`config.mk`:
```
export PLATFORM = sky130hd
export DESIGN_NAME = rd_arb_x2_ram
export DESIGN_NICKNAME = d
export VERILOG_FILES = /design/src/rtl/rd_arb_x2_ram.sv
export SDC_FILE = /design/constraint.sdc
export NUM_CORES = 1
export LEC_CHECK = 0
export ABC_AREA = 1
export CAP_MARGIN = 30
export CORE_UTILIZATION = 37
export CTS_CLUSTER_DIAMETER = 150
export DETAILED_ROUTE_END_ITERATION = 10
export DONT_BUFFER_PORTS = 1
export PLACE_DENSITY_LB_ADDON = 0.15
export SLEW_MARGIN = 10
export SYNTH_ARGS = -nofsm -noshare
export SYNTH_HDL_FRONTEND = slang
export SYNTH_SLANG_ARGS = --single-unit
```
`constraint.sdc`:
```
create_clock -name clk_i -period 3.5 [get_ports clk_i]
set_clock_uncertainty 0.05 [all_clocks]
set_input_delay 0.875 -clock clk_i [delete_from_list [all_inputs] [get_ports clk_i]]
set_output_delay 0.875 -clock clk_i [all_outputs]
set_load 0.005 [all_outputs]
```
`src/rtl/rd_arb_x2_ram.sv`:
```
// rd_arb_x2_ram: two-requester round-robin burst-read arbiter in front of a
// two-bank RAM that shares one read address bus.
//
// Ports:
//   clk_i, rst_n_i          clock, asynchronous active-low reset
//   req_i_k/addr_i_k/len_i_k burst request, base address, length-1 (k = 0,1)
//   gnt_o_k, rd_o_k         requester k owns the issue slot / bank k read enable
//   raddr_o                 shared read address (holds its value while idle)
//   ctrl_o                  read-return crossbar select (0 = bank 0, 1 = bank 1)
//   done_o_k                pulse when the last word of requester k's burst
//                           reaches the crossbar
//   busy_o                  a burst is issuing or a read is still in flight
module rd_arb_x2_ram #(
    parameter int unsigned ADDR_W  = 10,
    parameter int unsigned LEN_W   = 4,
    parameter int unsigned RAM_LAT = 2
) (
    input  logic              clk_i,
    input  logic              rst_n_i,
    input  logic              req_i_0,
    input  logic              req_i_1,
    input  logic [ADDR_W-1:0] addr_i_0,
    input  logic [ADDR_W-1:0] addr_i_1,
    input  logic [LEN_W-1:0]  len_i_0,
    input  logic [LEN_W-1:0]  len_i_1,
    output logic              gnt_o_0,
    output logic              gnt_o_1,
    output logic              rd_o_0,
    output logic              rd_o_1,
    output logic [ADDR_W-1:0] raddr_o,
    output logic              ctrl_o,
    output logic              done_o_0,
    output logic              done_o_1,
    output logic              busy_o
);

    typedef enum logic {IDLE, BURST} state_t;

    state_t              state, state_nxt;
    logic                owner;      // requester owning the current burst
    logic                ptr;        // last requester served
    logic [LEN_W-1:0]    len_q;
    logic [LEN_W-1:0]    beat;
    logic [ADDR_W-1:0]   raddr_q;
    logic                any_req, win, last_beat, issue;

    // Read-return tracking, stage k holds the read issued k cycles ago.
    logic [RAM_LAT:1]    vld_pipe;
    logic [RAM_LAT:1]    id_pipe;
    logic [RAM_LAT:1]    last_pipe;
    logic                ctrl_q;

    assign any_req   = req_i_0 | req_i_1;
    // On a tie the requester not served last wins; otherwise the lone one.
    assign win       = (req_i_0 & req_i_1) ? ~ptr : req_i_1;
    assign last_beat = (beat == len_q);

    always_ff @(posedge clk_i or negedge rst_n_i) begin
        if (!rst_n_i) state <= IDLE;
        else          state <= state_nxt;
    end

    always_comb begin
        state_nxt = state;
        issue     = 1'b0;
        gnt_o_0   = 1'b0;
        gnt_o_1   = 1'b0;
        case (state)
            IDLE: begin
                if (any_req) state_nxt = BURST;
            end
            BURST: begin
                issue   = 1'b1;
                gnt_o_0 = ~owner;
                gnt_o_1 = owner;
                if (last_beat) state_nxt = IDLE;
            end
            default: state_nxt = IDLE;
        endcase
    end

    assign rd_o_0  = gnt_o_0;
    assign rd_o_1  = gnt_o_1;
    assign raddr_o = raddr_q;

    // Burst context is latched at grant; request inputs are ignored while
    // the burst runs. The address stops on the last beat so it holds in IDLE.
    always_ff @(posedge clk_i or negedge rst_n_i) begin
        if (!rst_n_i) begin
            owner   <= 1'b0;
            ptr     <= 1'b1;
            len_q   <= '0;
            beat    <= '0;
            raddr_q <= '0;
        end else if (state == IDLE) begin
            if (any_req) begin
                owner   <= win;
                ptr     <= win;
                len_q   <= win ? len_i_1 : len_i_0;
                raddr_q <= win ? addr_i_1 : addr_i_0;
                beat    <= '0;
            end
        end else if (!last_beat) begin
            beat    <= beat + 1'b1;
            raddr_q <= raddr_q + 1'b1;
        end
    end

    always_ff @(posedge clk_i or negedge rst_n_i) begin
        if (!rst_n_i) begin
            vld_pipe  <= '0;
            id_pipe   <= '0;
            last_pipe <= '0;
            ctrl_q    <= 1'b0;
        end else begin
            vld_pipe[1]  <= issue;
            id_pipe[1]   <= owner;
            last_pipe[1] <= last_beat;
            for (int k = 2; k <= int'(RAM_LAT); k++) begin
                vld_pipe[k]  <= vld_pipe[k-1];
                id_pipe[k]   <= id_pipe[k-1];
                last_pipe[k] <= last_pipe[k-1];
            end
            ctrl_q <= ctrl_o;
        end
    end

    // Crossbar follows the arriving word and otherwise keeps its last select.
    assign ctrl_o   = vld_pipe[RAM_LAT] ? id_pipe[RAM_LAT] : ctrl_q;
    assign done_o_0 = vld_pipe[RAM_LAT] & last_pipe[RAM_LAT] & ~id_pipe[RAM_LAT];
    assign done_o_1 = vld_pipe[RAM_LAT] & last_pipe[RAM_LAT] &  id_pipe[RAM_LAT];
    assign busy_o   = (state == BURST) | (|vld_pipe);

endmodule

```
# After elaboration in Yosys (flattened, before gate mapping)
# Cells that the tools add are included.
# classes
n_addsub,2
eq_ne,2
n_mux,16
n_bitwise,10
n_reduce_logical,4
# ops
op,count
$mux W10,4
$mux W4,4
$add A10 B1 Y10 const B,1
$mux W1,7
$add A4 B1 Y4 const B,1
$and A1 B1 Y1,4
$eq A4 B4 Y1,1
$not A1 Y1,4
$reduce_and A2 Y1,2
$ne A2 B2 Y1 const B,1
$or A1 B1 Y1,2
$pmux W1 S2,1
$reduce_bool A2 Y1,1
$reduce_or A2 Y1,1
# word_totals
reg_bits,28
input_bits,32
out_inout_bits,18
word_cells,44

# Longest topological paths before layout
# Gate-level depths: netlist of the first run.
# depth
ltp_word,5
mapped_depth,10

# Worst setup path after synthesis of the first run
# No wires, ideal clock.
# synth_path
path_kind,flip-flop to output port
from,register state
to,output rd_o_1
arrival_time_ns,1.015
setup_slack_ns,1.560
path_stages_with_launch,5
path_buffers,2
path_cell_list,dfrtp_1 > clkbuf_1 > nand2_1 > inv_1 > buf_4
# synth_via
elab_chain_len,1
# synth_lines
item,line,rtl
start: declaration,39,"state_t state, state_nxt;"
start signal: assignment,60,else state <= state_nxt;
$mux W1,68,case (state)
end: declaration,29,"output logic rd_o_1,"
# Every way passes these cells.

# Final worst setup path of the first run
# layout_path
from,register state
to,output rd_o_0
# layout_via
elab_chain_len,1
# layout_lines
item,line,rtl
$mux W1,68,
end: declaration,28,"output logic rd_o_0,"
# Every way passes these cells.

==> flow_metrics.env, run 1 <==
export IMPL_ios=50
export IMPL_drt_pass1_iter_count=4
export IMPL_p_sw_uw=681
export IMPL_grt_pass1_wl_um=5740
export IMPL_grt_pass1_vias=1220
export IMPL_yosysUniqueCellTypes=26
export IMPL_comb_power_share_pct=41.5
export IMPL_grt_max_degree=29
export IMPL_max_slew_margin_pct=56.4
export IMPL_cts_buffers=3
export IMPL_ant_nets=0
export IMPL_seqPwrFrac_pct=42.0
export IMPL_cts_resized=0
export IMPL_wl_per_cell_um=13.3
export IMPL_area_growth_pct=4.44
export IMPL_drive_gt1_share_pct=7.76
export IMPL_design_area_mm2=0.00171
export IMPL_worstSetupPathType="flop to primary output"
export IMPL_die_h_um=68.4
export IMPL_ys_ff_latch=28
export IMPL_core_area_mm2=0.00412
export IMPL_nets=254
export IMPL_dp_hpwl_um=2490
export IMPL_cts_setup_buffers=0
export IMPL_grt_antenna_before_repair=0
export IMPL_wl_um=3580
export IMPL_slowest_delay_ns=0.78
export IMPL_ir_worst_vdd_uv=276
export IMPL_setup_tns_ns=0
export IMPL_slew_viol_final=0
export IMPL_worst_pin_slew_ns=0.654
export IMPL_min_path_type="primary input to async pin"
export IMPL_fmaxAchievable_mhz=394
export IMPL_finalHoldViolCount=0
export IMPL_path_max_fanout=17
export IMPL_cts_hold_buf=0
export IMPL_drv_cap=0
export IMPL_clockPowerShare_pct=16.5
export IMPL_crit_chain="inv_2, nor2_1"
export IMPL_final_common_cell="nand2_1"
export IMPL_r2r_slack_ns=1.60
export IMPL_viasPerCell=5.10
export IMPL_ys_warn_count=0
export IMPL_antenna_cells=0
export IMPL_cellLeakagePower_nw=0.885
export IMPL_io_buffers=0
export IMPL_fin_crit_sh_pct=72.5
export IMPL_initial_core_util_pct=39.7
export IMPL_status="finished, final reports clean"
export IMPL_cp_start_kind="flop"
export IMPL_cts_root_buffer="clkbuf_8"
export IMPL_syn_area_per_cell_um2=7.29
export IMPL_path_clk_slew_ns=0.10
export IMPL_cp_data_required_time_ns=2.57
export IMPL_slowest_stage="dfrtp_1"
export IMPL_die_area_mm2=0.00468
export IMPL_synth_fp_nets=258
export IMPL_vias=1373
export IMPL_htree_levels=1
export IMPL_drt_iter0_markers=60
export IMPL_cts_sinks=28
export IMPL_syn_area_mm2=0.00163
export IMPL_place_gp_congestion=0.769
export IMPL_period_needed_ns=2.54
export IMPL_die_width_um=68.4
export IMPL_std_cell_rows=23
export IMPL_drc=0
export IMPL_grt_ovfl_total=0
export IMPL_endpoint_kind="primary output"
export IMPL_clk_latency_ns=0.28
export IMPL_swShare_pct=43.6
export IMPL_setup_viol=0
export IMPL_seq_area_frac_synth_pct=43.0
export IMPL_cts_tree="built"
export IMPL_totalPowerFinal_mw=1.56
export IMPL_place_area_mm2=0.00163
export IMPL_syn_inst=224
export IMPL_internal_power_uw=882
export IMPL_grt_usage_pct=16.7
export IMPL_crit_arrival_ns=1.61
export IMPL_clockBufferDepth=2
export IMPL_power_density_mw_per_mm2=917
export IMPL_mostFrequentLayoutCells="71 x nand2_1, 27 x dfrtp_1, 24 x nand3_1"
export IMPL_rsz0062_at_grt="no"
synthesized netlist by cell type (all sizes together):
master	n	area [µm²]
clkbuf	1	3.75
ha	2	25.0
o22ai	6	37.5
a31oi	1	6.26
a21oi	5	25.0
o211ai	1	7.51
nor3	2	10.0
buf	8	57.6
inv	27	101
nand2	75	302
o21ai	18	101
and2	1	8.76
nand3b	3	22.5
dfstp	1	26.3
nand3	24	120
dfrtp	27	676
nor2	18	70.1
xor2	2	17.5
o21bai	2	15.0
per-stage QoR:
stage | hold WS [ns] | setup slack (ns) | cells | utilization (%)
after global placement | 0.286 | 1.30 | 265 | 39.7
after floorplan | 0.281 | 1.56 | 224 | -
after global routing | 0.208 | 0.842 | 269 | 41.4
after CTS | 0.216 | 0.947 | 269 | 41.4
final | 0.228 | 0.961 | 269 | 41.4
after detailed placement | 0.285 | 1.27 | 265 | 39.7
power by group through the flow:
| stage | clock, mW | sequential (mW) | combinational, mW |
|---|---|---|---|
| 2_1_floorplan | 0 | 0.607 | 0.617 |
| 5_1_grt | 0.278 | 0.687 | 0.775 |
| 3_3_place_gp | 0 | 0.664 | 0.657 |
| 6_report | 0.259 | 0.656 | 0.648 |
| 4_1_cts | 0.269 | 0.659 | 0.660 |
| 3_5_place_dp | 0 | 0.666 | 0.657 |
flip-flops by register name (all words and copies together) (netlist names):
register,cells
raddr_o,10
beat,4
len_q,4
id_pipe,2
last_pipe,2
vld_pipe,2
ctrl_q,1
owner,1
ptr,1
state,1
cells by family after synthesis:
family          after synthesis  share of synthesized area, %
compound gates               33                          11.8
simple gates                123                          32.6
fa+ha+maj                     2                          1.53
buf+inv                      36                          9.96
xor+xnor                      2                          1.07
flops                        28                          43.0
final cells by class:
type | count | area (µm²)
clock buffer | 3 | 41.3
inverter | 27 | 101
tap | 50 | 62.6
sequential | 28 | 702
clock inverter | 1 | 30.0
multi-input combinational | 160 | 768
fill | 436 | 2410
final timing paths:
kind,from,end,cells after the start
worst max-delay path,state,rd_o_0,2
min in group clk_i,last_pipe[1],last_pipe[2],0
worst max register to register,state,len_q[0],5
max in group asynchronous,rst_n_i,ptr,0
worst min-delay path,rst_n_i,raddr_o[8],0
worst min register to register,last_pipe[1],last_pipe[2],0
worst max-delay path: cells and delay by family, from the launching register on:
family                 cells  cell delay [ns]
flip-flops                 1             0.78
buffers and inverters      1             0.30
AND/OR/NAND/NOR            1             0.26
per-layer routing:
| layer | global-route usage [%] | vias to the layer above | share of wire, % |
|---|---|---|---|
| met3 | 4.00 | 2 | 7.1 |
| met2 | 25.5 | 53 | 43 |
| li1 | - | 704 | - |
| met5 | 0 | - | 0 |
| met1 | 22.4 | 614 | 49 |
| met4 | 7.03 | 0 | 0.95 |
No activity file was read; power rests on OpenSTA's default activity.
==> inputs of run 2 (changes only) <==
==> constraint.sdc (replaced) <==
create_clock -name clk_i -period 2.5 [get_ports clk_i]
set_clock_uncertainty 0.05 [all_clocks]
set_input_delay 0.625 -clock clk_i [delete_from_list [all_inputs] [get_ports clk_i]]
set_output_delay 0.625 -clock clk_i [all_outputs]
set_load 0.005 [all_outputs]
==> run 2 against run 1 <==
  * Global-route usage up 1.2 points
  * Sequential share of layout area down 0.83 points
  * Die area unchanged
  * Via count up 1.4%
  * Core utilization up 0.85 points
  * Sequential power up 38%
  * Highest routed layer unchanged
==> flow_metrics.env, run 2 (synthesis gave the netlist of run 1 again) <==
export IMPL_clockBufferDepth=2
export IMPL_cellLeakagePower_nw=0.903
export IMPL_ant_nets=0
export IMPL_crit_chain="inv_2, nor2_1"
export IMPL_drt_pass1_iter_count=4
export IMPL_final_common_cell="nand2_1"
export IMPL_ir_worst_vdd_uv=494
export IMPL_slowest_stage="dfrtp_1"
export IMPL_cts_sinks=28
export IMPL_grt_pass1_wl_um=6130
export IMPL_max_slew_margin_pct=58.2
export IMPL_endpoint_kind="primary output"
export IMPL_cts_setup_buffers=0
export IMPL_rsz0062_at_grt="no"
export IMPL_cts_hold_buf=1
export IMPL_path_clk_slew_ns=0.10
export IMPL_grt_ovfl_total=0
export IMPL_initial_core_util_pct=39.7
export IMPL_drc=0
export IMPL_hold_worst_slack_ns=0.0983
export IMPL_area_growth_pct=6.59
export IMPL_grt_max_degree=28
export IMPL_r2r_slack_ns=0.70
export IMPL_min_path_type="primary input to async pin"
export IMPL_finalHoldViolCount=0
export IMPL_io_buffers=0
export IMPL_die_area_mm2=0.00468
export IMPL_cts_resized=0
export IMPL_setup_tns_ns=0
export IMPL_fin_crit_sh_pct=79.5
export IMPL_clk_latency_ns=0.28
export IMPL_place_inst=267
export IMPL_period_needed_ns=1.99
export IMPL_crit_arrival_ns=1.31
export IMPL_drv_cap=0
export IMPL_drive_gt1_share_pct=9.01
export IMPL_core_area_mm2=0.00412
export IMPL_mostFrequentLayoutCells="71 x nand2_1, 27 x dfrtp_1, 24 x nand3_1"
export IMPL_place_gp_congestion=0.808
export IMPL_wl_per_cell_um=14.0
export IMPL_cp_start_kind="flop"
export IMPL_slew_viol_final=0
export IMPL_drt_iter0_markers=86
export IMPL_slowest_delay_ns=0.57
export IMPL_worstSetupPathType="flop to primary output"
export IMPL_cts_tree="built"
export IMPL_ios=50
export IMPL_status="finished, final reports clean"
export IMPL_cts_buffers=3
export IMPL_grt_antenna_before_repair=0
export IMPL_htree_levels=1
export IMPL_largest_reg_flops=10
export IMPL_viasPerCell=5.12
export IMPL_fmaxAchievable_mhz=503
export IMPL_power_density_mw_per_mm2=1290
export IMPL_cp_data_required_time_ns=1.82
export IMPL_die_width_um=68.4
export IMPL_worst_pin_slew_ns=0.625
export IMPL_grt_usage_pct=18.0
export IMPL_setup_viol=0
export IMPL_dp_hpwl_um=2660
export IMPL_die_h_um=68.4
export IMPL_grt_pass1_vias=1283
export IMPL_std_cell_rows=23
export IMPL_wl_um=3810
export IMPL_stdcell_count=272
export IMPL_cts_root_buffer="clkbuf_8"
export IMPL_antenna_cells=0
export IMPL_nets=257
export IMPL_nFillCells=428
export IMPL_path_max_fanout=15
export IMPL_vias=1392
[run 2: final timing paths]
path | cells past startpoint | from | to
worst min register to register | 0 | id_pipe[1] | id_pipe[2]
worst min-delay path | 1 | rst_n_i | last_pipe[1]
worst max-delay path | 2 | state | rd_o_0
min in group clk_i | 0 | id_pipe[1] | id_pipe[2]
worst max register to register | 7 | ptr | raddr_o[2]
max in group asynchronous | 1 | rst_n_i | state
[run 2: area by class of cell]
class	instances	area, µm²	share of cell area (%)
inverters	27	101	5.82
well taps	50	62.6	3.59
clock inverters	1	30.0	1.73
flip-flops and latches	28	702	40.3
clock buffers	3	41.3	2.37
repair buffers	3	35.0	2.01
multi-input cells	160	768	44.1
[run 2: where the power goes]
group / switching (mW) / leakage (nW) / internal, mW
clock network: 0.158 / 0.0357 / 0.215
registers: 0.231 / 0.339 / 0.676
logic: 0.599 / 0.528 / 0.362
total: 0.988 / 0.903 / 1.25
[run 2: routing by layer]
layer,global-route usage [%],wire (µm),vias up
met2,27.5,1610,58
met3,3.33,268,5
met4,7.03,60,0
met1,24.8,1880,614
li1,-,-,715
met5,0,0,-
[run 2: critical path: cells and delay by family, from the launching register on]
kind	cells	cell delay [ns]
buf+inv	1	0.22
simple gates	1	0.23
flops	1	0.57
[run 2: per-stage QoR]
step	worst slack [ns]	power (mW)	instance area, µm²	utilization (%)
after floorplan	0.810	1.71	1630	-
after global placement	0.677	1.87	1650	40.1
after detailed placement	0.602	1.88	1650	40.1
after CTS	0.491	2.27	1740	42.3
after global routing	0.380	2.49	1740	42.3
final	0.514	2.24	1740	42.3
==> inputs of run 3 (changes only) <==
==> constraint.sdc (replaced) <==
create_clock -name clk_i -period 2 [get_ports clk_i]
set_clock_uncertainty 0.05 [all_clocks]
set_input_delay 0.5 -clock clk_i [delete_from_list [all_inputs] [get_ports clk_i]]
set_output_delay 0.5 -clock clk_i [all_outputs]
set_load 0.005 [all_outputs]
==> run 3 against run 2 <==
  * Clock-buffer cell count did not move
  * Clock power up 20%
  * Non-clock buffer count rose by 2
  * Design area grew 1.0%
  * Largest cell class unchanged
  * Combinational power grew 26%
  * Final cell count is 0.74% higher
  * Register-to-register slack got worse by 0.28 ns
==> flow_metrics.env, run 3 (synthesis gave the netlist of run 1 again) <==
export IMPL_crit_arrival_ns=1.28
export IMPL_initial_core_util_pct=39.7
export IMPL_viasPerCell=5.07
export IMPL_min_path_type="flop to flop"
export IMPL_cts_buffers=3
export IMPL_htree_levels=1
export IMPL_io_buffers=0
export IMPL_status="finished, final reports clean"
export IMPL_vias=1389
export IMPL_std_cell_rows=23
export IMPL_period_needed_ns=1.83
export IMPL_die_width_um=68.4
export IMPL_place_gp_congestion=0.784
export IMPL_die_area_mm2=0.00468
export IMPL_endpoint_kind="primary output"
export IMPL_slew_viol_final=0
export IMPL_area_growth_pct=7.66
export IMPL_grt_ovfl_total=0
export IMPL_drc=0
export IMPL_ant_nets=0
export IMPL_clockBufferDepth=2
export IMPL_max_slew_margin_pct=74.6
export IMPL_nets=259
export IMPL_ir_worst_vdd_uv=607
export IMPL_finalHoldViolCount=0
export IMPL_slowest_stage="dfrtp_1"
export IMPL_grt_pass1_wl_um=6130
export IMPL_drv_cap=0
export IMPL_clk_latency_ns=0.27
export IMPL_fmaxAchievable_mhz=545
export IMPL_worstSetupPathType="flop to primary output"
export IMPL_crit_chain="inv_2, nor2_1"
export IMPL_final_common_cell="nand2_1"
export IMPL_grt_pass1_vias=1336
export IMPL_antenna_cells=0
export IMPL_wl_per_cell_um=13.5
export IMPL_drt_pass1_iter_count=4
export IMPL_path_max_fanout=15
export IMPL_slowest_delay_ns=0.55
export IMPL_grt_antenna_before_repair=0
export IMPL_cts_root_buffer="clkbuf_8"
export IMPL_cts_sinks=28
export IMPL_power_density_mw_per_mm2=1580
export IMPL_cp_start_kind="flop"
export IMPL_path_clk_slew_ns=0.09
export IMPL_fin_crit_sh_pct=91.7
export IMPL_mostFrequentLayoutCells="71 x nand2_1, 27 x dfrtp_1, 24 x nand3_1"
export IMPL_largest_reg_flops=10
export IMPL_dp_hpwl_um=2620
export IMPL_setup_viol=0
export IMPL_drive_gt1_share_pct=9.38
export IMPL_drt_iter0_markers=82
export IMPL_cts_tree="built"
export IMPL_worst_pin_slew_ns=0.380
export IMPL_cellLeakagePower_nw=0.912
export IMPL_utilization_pct=42.7
export IMPL_rsz0062_at_grt="no"
export IMPL_core_area_mm2=0.00412
export IMPL_cp_data_required_time_ns=1.45
export IMPL_hold_worst_slack_ns=0.308
export IMPL_ios=50
export IMPL_die_h_um=68.4
export IMPL_grt_usage_pct=18.2
export IMPL_grt_max_degree=29
export IMPL_setup_tns_ns=0
export IMPL_wl_um=3690
export IMPL_cts_resized=0
-- run 3: cell count changes in the layout (fill, tap and decap cells not counted) --
cell / previous run / this run
dlygate4sd3_1: 0 / 1
buf_4: 2 / 3
-- run 3: report_power, final --
group | switching, mW | internal (mW)
Clock | 0.180 | 0.268
Sequential | 0.280 | 0.845
Combinational | 0.751 | 0.458
-- run 3: what timing repair did --
item,CTS,global route
buffers inserted,0,0
hold buffers,2,0
hold endpoints to repair,28,0
-- run 3: per-stage QoR --
step	setup WS (ns)	instances	cell area (µm²)	total power, mW
after CTS	0.136	274	1760	2.83
final	0.165	274	1760	2.78
after detailed placement	0.433	268	1660	2.35
after global routing	0.0121	274	1760	3.11
after global placement	0.425	268	1660	2.34
after floorplan	0.435	224	1630	2.14
-- run 3: critical path: cells and delay by family, from the launching register on --
family	cells	cell delay [ns]
flops	1	0.55
simple gates	1	0.24
buf+inv	1	0.22
-- run 3: final cells by class --
cell class	instances	area (µm²)
Fill cell	448	2360
Multi-Input combinational cell	160	768
Sequential cell	28	702
Inverter	27	101
Tap cell	50	62.6
Timing Repair Buffer	5	52.6
Clock buffer	3	41.3
Clock inverter	1	30.0
-- run 3: worst paths after layout --
| check | from | endpoint | slack [ns] | cells after the start |
|---|---|---|---|---|
| max in group asynchronous | rst_n_i | ptr | 1.07 | 2 |
| min in group asynchronous | rst_n_i | ctrl_q | 0.60 | 2 |
| setup / recovery | state | rd_o_0 | 0.17 | 2 |
| hold / removal | last_pipe[1] | last_pipe[2] | 0.31 | 0 |
| setup reg to reg | ptr | raddr_o[3] | 0.42 | 7 |
| hold reg to reg | last_pipe[1] | last_pipe[2] | 0.31 | 0 |
-- run 3: metal layers --
layer	vias to the layer above	part of all wire (%)	track usage, %	wire (µm)
li1	715	-	-	-
met1	615	48	22.7	1780
met2	57	43	30.5	1570
met3	2	8.3	4.50	307
met4	0	0.92	5.47	34
met5	-	0	0	0
